<file path="src/rtl/fpu_pkg.sv">
// fpu_pkg: shared op codes, sequencer state encoding and the quiet-NaN constant
package fpu_pkg;
  localparam logic [1:0] OP_ADD = 2'd0;
  localparam logic [1:0] OP_SUB = 2'd1;
  localparam logic [1:0] OP_MUL = 2'd2;
  localparam logic [1:0] OP_DIV = 2'd3;
  localparam logic [31:0] QNAN = 32'h7FC0_0000;
  typedef enum logic [1:0] {S_IDLE, S_SEND, S_WAIT, S_RESP} state_t;
endpackage

</file>
<file path="src/rtl/fpu_op_decode.sv">
// fpu_op_decode: maps an 8-bit op code to a core select and one-hot core mask
module fpu_op_decode
  import fpu_pkg::*;
(
  input  logic [7:0] op,
  output logic [1:0] sel,
  output logic [3:0] mask
);
  // codes 0..3 pick their own core, anything else falls back to subtract
  always_comb begin
    sel = op > 8'd3 ? OP_SUB : op[1:0];
    mask = 4'b0001 << sel;
  end
endmodule

</file>
<file path="src/rtl/fpu_op_sequencer.sv">
// fpu_op_sequencer: issues one FP op at a time to one of four stream cores; FPU_SEQ_TIMEOUT_EN adds a SEND+WAIT timeout
module fpu_op_sequencer
  import fpu_pkg::*;
#(
  parameter int TIMEOUT_CYCLES = 1024
) (
  input  logic         clk,
  input  logic         rst_n,
  input  logic         cmd_valid,
  output logic         cmd_ready,
  input  logic [31:0]  cmd_a,
  input  logic [31:0]  cmd_b,
  input  logic [7:0]   cmd_op,
  output logic [31:0]  a_tdata,
  output logic [31:0]  b_tdata,
  output logic [3:0]   a_tvalid,
  output logic [3:0]   b_tvalid,
  input  logic [3:0]   a_tready,
  input  logic [3:0]   b_tready,
  input  logic [3:0]   res_tvalid,
  input  logic [127:0] res_tdata,
  output logic [3:0]   res_tready,
  output logic         rsp_valid,
  input  logic         rsp_ready,
  output logic [31:0]  rsp_data,
  output logic [1:0]   rsp_op,
  output logic         rsp_err
);
  state_t state;
  logic [1:0] dec_sel;
  logic [3:0] dec_mask, mask;
  logic a_left, b_left, res_fire, to_hit;

  fpu_op_decode u_dec (.op(cmd_op), .sel(dec_sel), .mask(dec_mask));

  // rsp_op holds the latched select for the whole operation
  assign mask = 4'b0001 << rsp_op;
  // valids only ever carry the selected bit, so stray readys/valids on other cores fall out here
  assign a_left = |(a_tvalid & ~a_tready);
  assign b_left = |(b_tvalid & ~b_tready);
  assign res_fire = |(res_tready & res_tvalid);

`ifdef FPU_SEQ_TIMEOUT_EN
  localparam int CW = TIMEOUT_CYCLES > 1 ? $clog2(TIMEOUT_CYCLES) : 1;
  logic [CW-1:0] cnt;
  // cycles spent in SEND and WAIT; held at zero while idle so each command starts fresh
  always_ff @(posedge clk or negedge rst_n)
    if (!rst_n) cnt <= '0;
    else if (state == S_IDLE) cnt <= '0;
    else if (state == S_SEND || state == S_WAIT) cnt <= cnt + 1'b1;
  assign to_hit = (state == S_SEND || state == S_WAIT) && cnt == CW'(TIMEOUT_CYCLES - 1);
`else
  assign to_hit = 1'b0;
`endif

  // control FSM; every output is a flop written here
  always_ff @(posedge clk or negedge rst_n)
    if (!rst_n) begin
      state <= S_IDLE;
      cmd_ready <= 1'b0;
      a_tdata <= '0;
      b_tdata <= '0;
      a_tvalid <= '0;
      b_tvalid <= '0;
      res_tready <= '0;
      rsp_valid <= 1'b0;
      rsp_data <= '0;
      rsp_op <= '0;
      rsp_err <= 1'b0;
    end else
      case (state)
        S_IDLE: begin
          cmd_ready <= 1'b1;
          if (cmd_valid && cmd_ready) begin
            cmd_ready <= 1'b0;
            a_tdata <= cmd_a;
            b_tdata <= cmd_b;
            rsp_op <= dec_sel;
            rsp_err <= 1'b0;
            a_tvalid <= dec_mask;
            b_tvalid <= dec_mask;
            state <= S_SEND;
          end
        end
        S_SEND: begin
          a_tvalid <= a_left ? mask : 4'd0;
          b_tvalid <= b_left ? mask : 4'd0;
          if (to_hit) begin
            a_tvalid <= '0;
            b_tvalid <= '0;
            rsp_data <= QNAN;
            rsp_err <= 1'b1;
            rsp_valid <= 1'b1;
            state <= S_RESP;
          end else if (!a_left && !b_left) begin
            res_tready <= mask;
            state <= S_WAIT;
          end
        end
        S_WAIT: begin
          if (res_fire) begin
            rsp_data <= res_tdata[{rsp_op, 5'd0} +: 32];
            res_tready <= '0;
            rsp_valid <= 1'b1;
            state <= S_RESP;
          end else if (to_hit) begin
            res_tready <= '0;
            rsp_data <= QNAN;
            rsp_err <= 1'b1;
            rsp_valid <= 1'b1;
            state <= S_RESP;
          end
        end
        S_RESP: begin
          if (rsp_ready) begin
            rsp_valid <= 1'b0;
            cmd_ready <= 1'b1;
            state <= S_IDLE;
          end
        end
        default: state <= S_IDLE;
      endcase
endmodule

</file>
<file path="config.mk">
export PLATFORM = sky130hd
export DESIGN_NAME = fpu_op_sequencer
export DESIGN_NICKNAME = d
export VERILOG_FILES = /design/src/rtl/fpu_pkg.sv /design/src/rtl/fpu_op_decode.sv /design/src/rtl/fpu_op_sequencer.sv
export SDC_FILE = /design/constraint.sdc
export NUM_CORES = 1
export LEC_CHECK = 0
export BUFFER_PORTS_ARGS = -buffer_cell sky130_fd_sc_hd__buf_2
export CAP_MARGIN = 0
export CORE_AREA = 2 2 130 132
export CTS_CLUSTER_DIAMETER = 120
export DETAILED_ROUTE_END_ITERATION = 10
export DIE_AREA = 0 0 132 134
export GPL_ROUTABILITY_DRIVEN = 0
export PLACE_DENSITY = 0.65
export SLEW_MARGIN = 5
export SYNTH_ARGS = -nofsm -noshare
export SYNTH_HDL_FRONTEND = slang
export SYNTH_SLANG_ARGS = --single-unit
</file>
<file path="constraint.sdc">
create_clock -name clk -period 2 [get_ports clk]
set_input_delay 0 -clock clk [delete_from_list [all_inputs] [get_ports clk]]
set_output_delay 0 -clock clk [all_outputs]
set_load 0.03 [all_outputs]
</file>
# Yosys cells after proc, flatten, opt, wreduce, memory -nomap -nowiden
# Index checks and enable logic that the tools add are counted.
# totals
wordCells	65
latch_bits	0
reg_bits	114
in_bits	216
romBits	0
out_inout_bits	113
memories	0
ramBits	0
# classes
bitwise	5
n_lt_le_gt_ge	1
n_mul	0
eq_ne	7
div_mod_pow	0
addsub	0
n_shift	3
reduce_logical	19
n_mux	20
# op_table
operator	count
$shiftx 128x8->32	1
$pmux 4 s2	3
$mux 4	5
$and 4x4->4	3
$reduce_or 4->1	3
$mux 2	5
$gt 8x2->1 const B	1
$ne 2x2->1 const B	4
$not 4->4	2
$pmux 2 s4	1
$reduce_and 2->1	4
$reduce_bool 2->1	4
$shl 1x2->4 const A	2
$reduce_and 3->1	2
$eq 2x2->1 const B	2
$mux 1	4
$pmux 1 s2	2
$reduce_and 4->1	1
$eq 2x1->1 const B	1
$logic_and 1x1->1	2
$logic_not 1->1	2
$logic_not 2->1	1

# Depth between registers and ports, before layout
# depth
ltp_word	7
ltp_mapped	7
depth_no_buf	7

# Hierarchy
# A second synthesis with hierarchy kept.
# unflattened
hier_cells	354
area_unflattened_um2	5575.3
# by_module_without_submodules
module	instances	area_per_inst_um2	cells_each
fpu_op_sequencer	1	5494.0	344
fpu_op_decode	1	81.3	10

# Worst setup path before layout
# No wires, ideal clock.
# synth_path
path_type	reg2reg
start	register rsp_op[0]
end	register rsp_data[26]
path_slack_ps	158
stages_incl_launch_ff	5
required_time_ps	1875
t_arrival_ps	1717
n_path_buf	2
cell_sequence	dfrtp_1 > buf_6 > buf_2 > mux4_2 > mux2_4
# synth_between
elab_chain_cells	1
# synth_lines
item	line	source
start, declared	fpu_op_sequencer.sv:26	output logic [1:0] rsp_op,
start signal, assigned	fpu_op_sequencer.sv:78	rsp_op <= dec_sel;
$shiftx 128x8->32	fpu_op_sequencer.sv:102	rsp_data <= res_tdata[{rsp_op, 5'd0} +: 32];
end signal, assigned	fpu_op_sequencer.sv:102	
end, declared	fpu_op_sequencer.sv:25	output logic [31:0] rsp_data,
# No other way between the ends.
# A chain may end at the register's enable or synchronous reset.

# Final worst setup path
# layout_path
start	register res_tready[0]
end	register rsp_data[31]
# layout_between
elab_chain_cells	3
# layout_lines
item	line	source
start, declared	fpu_op_sequencer.sv:22	output logic [3:0] res_tready,
start signal, assigned	fpu_op_sequencer.sv:96	res_tready <= mask;
$and 4x4->4	fpu_op_sequencer.sv:41	assign res_fire = |(res_tready & res_tvalid);
$reduce_or 4->1	fpu_op_sequencer.sv:41	
$reduce_and 2->1 (no line)	--	
# No other way between the ends.

==> qor.yml <==
cp-start-kind: "flop"
track_usage_pct: 19.45
syn-cell-area_um2: 5518
synth_top_family_by_area: "multiplexers"
std_cell_rows: 47
m1WireLength_um: 6510
syn_to_final_growth_pct: 57.30
synthSimpleGateAreaFrac_pct: 3.560
r2r_start: "res_tready[0]"
dr_wl_met3_um: 1217
num_vias: 4794
grt_max_degree: 64
synth-seq-area-share_pct: 51.70
critPathLaunch: "res_tready[0]"
synth_compound_area_share_pct: 5.193
grt_pass1_vias: 5257
ys_top_cells_by_count: "dfrtp_1 (114), mux2_2 (68), mux4_2 (32)"
max_freq_mhz: 528.0
ant_nets: 0
synthXorXnorAreaFrac_pct: 0
layout-drive-gt1-share_pct: 64.85
post-route-util_pct: 53.28
top_layer: "met5"
clock_skew_ns: 0.01315
cts-root-buf: "clkbuf_16"
pin_count: 329
slowest_delay_ns: 0.41
ys_ff_latch: 114
n_fill_cell: 1411
yosys.area.top_type: "dfrtp_1"
first_pass_iters: 4
endpoint: "rsp_data[31]"
synth_flop_cell: "dfrtp_1"
peakVddDrop_mv: 0.8144
async_flop_share_pct: 100.0
antenna_found_initial: 3
path_class: "flop to flop"
die_h_um: 134
setup_viol: 0
cts_max_level: 4
synth_edf_count: 0
drv_cap: 0
wl_met2_um: 8717
synth_warnings: 0
crit_chain: "a22o_1, a221oi_4, nand2b_2, buf_12, mux2_2"
reg2reg_to: "rsp_data[31]"
leakagePower_nw: 4.350
numCtsBuffers: 17
layoutNonFillerInstCount: 993
required_ns: 2.29
synthTopCellsByArea: "dfrtp_1 (52%), mux2_2 (14%), mux4_2 (13%)"
die_area_um2: 17690
core-area_um2: 16290
ys_types: 36
postPlaceCellArea_um2: 7410
grt_pass1_wl_um: 26830
fin_area_um2: 8680
synth_fp_nets: 577
reg2reg_depth: 5
syn_avg_cell_area_um2: 15.46
worst_hold_slack_ns: 0.02628
dieWidth_um: 132
tns_ns: 0
drtIter0Drc: 157
fin_crit_ns: 1.894
hp-start: "cmd_op[0]"
synth_top_area_share_pct: 51.70
status: "finished, final reports clean"
start_util_pct: 33.87
rsz0062_at_grt: "no"
wl_um: 16910
multi_input_area_um2: 2491
synth.area.mux_share_pct: 35.10
hpwlAfterDp_um: 12300
end_kind: "flop"
placedCellCount: 891
min_period_over_period_pct: 94.69
insertion_delay_ns: 0.41
postSynthCellCount: 357
slew_viol_final: 0
wl_per_cell_um: 17.03
crit_arrival_ns: 2.19
slowest_stage: "dfrtp_1"
fin_nets: 978
hold_viol_final: 0
clock_path_buffers: 2
hp-class: "input port to flop"
seqCellArea_um2: 2854
synth-adder-area-share_pct: 0.9070
io_buffers: 327
yosysMostFrequentCell: "dfrtp_1"
clk_pin_slew_ns: 0.05
cts_tree: "yes"
clock_sinks: 114
vias_per_cell: 4.828
r2r_setup_slack_ns: 0.11
cp_max_fo: 32
overflow: 0
post-route-drc-count: 0
cts_setup_buffers: 0
pwr_density_cell_nw_per_um2: 1576
-- repair_timing --
action,in CTS,in global routing
resized for setup,0,1
hold buffers,68,0
endpoints found under the setup margin,0,1
endpoints found under the hold margin,182,0
-- how the worst min path moves through the flow --
| stage | endpoint | slack (ns) | cells after the start |
|---|---|---|---|
| floorplan | a_tdata[0] | -0.30 | 0 |
| global placement | rsp_data[26] | -0.04 | 1 |
| detailed placement | rsp_data[26] | -0.04 | 1 |
| CTS | a_tvalid[3] | 0.009 | 4 |
| global route | rsp_data[25] | 0.02 | 3 |
| finish | a_tvalid[3] | 0.03 | 4 |
-- cell type report --
class,count,share of cell area [%]
clock buffer,22,5.463
tap,220,3.171
antenna,2,0.05766
inverter,8,0.3460
sequential,114,32.88
clock inverter,10,1.240
timing repair buffer,403,28.14
multi-input combinational,214,28.70
-- cells by family (layout without fill, tap and decap cells) --
| logic type | Yosys count | in the layout |
|---|---|---|
| adder cells (fa/ha/maj) | 4 | 4 |
| AND/OR/NAND/NOR | 43 | 43 |
| other | 1 | 3 |
| AO/OA/AOI/OAI | 36 | 36 |
| multiplexers | 130 | 130 |
| buffers and inverters | 29 | 443 |
| flip-flops | 114 | 114 |
-- power breakdown --
| group | switching (mW) | total, mW | internal, mW |
|---|---|---|---|
| registers | 0.640 | 4.09 | 3.45 |
| clock network | 1.02 | 2.94 | 1.92 |
| logic | 3.95 | 6.65 | 2.70 |
-- state kept, by name, indices dropped and copies added (netlist names) --
signal / cells
a_tdata: 32
a_tvalid: 4
b_tdata: 32
b_tvalid: 4
cmd_ready: 1
res_tready: 4
rsp_data: 32
rsp_op: 2
rsp_valid: 1
state: 2
-- metal layers --
layer,track usage [%],vias to the layer above
met4,7.367,4
met3,7.256,36
li1,-,2151
met1,21.54,2389
met2,34.14,214
met5,0,-
-- through the flow --
step	setup WS, ns	power [mW]
after floorplan	0.1578	8.682
after global placement	0.1683	10.48
after detailed placement	0.1192	10.65
after CTS	0.08637	13.78
after global routing	0.02748	14.40
final	0.1062	13.68
-- critical path, delay by kind of cell (launching register included) --
family	cells	cell delay [ns]
buf+inv	1	0.24
compound gates	2	0.53
simple gates	1	0.20
flops	1	0.41
mux	1	0.38
-- placed cells by master, fill, tap and decap left out, types with 8 or more instances in the layout --
cell type and n:
buf_2 326, clkbuf_16 17, dfrtp_1 113, dlygate4sd3_1 68, inv_1 8, mux2_2 68
mux2_4 30, mux4_2 32, nand2_1 16, nor2_1 12
(Power assumes the default switching activity.)
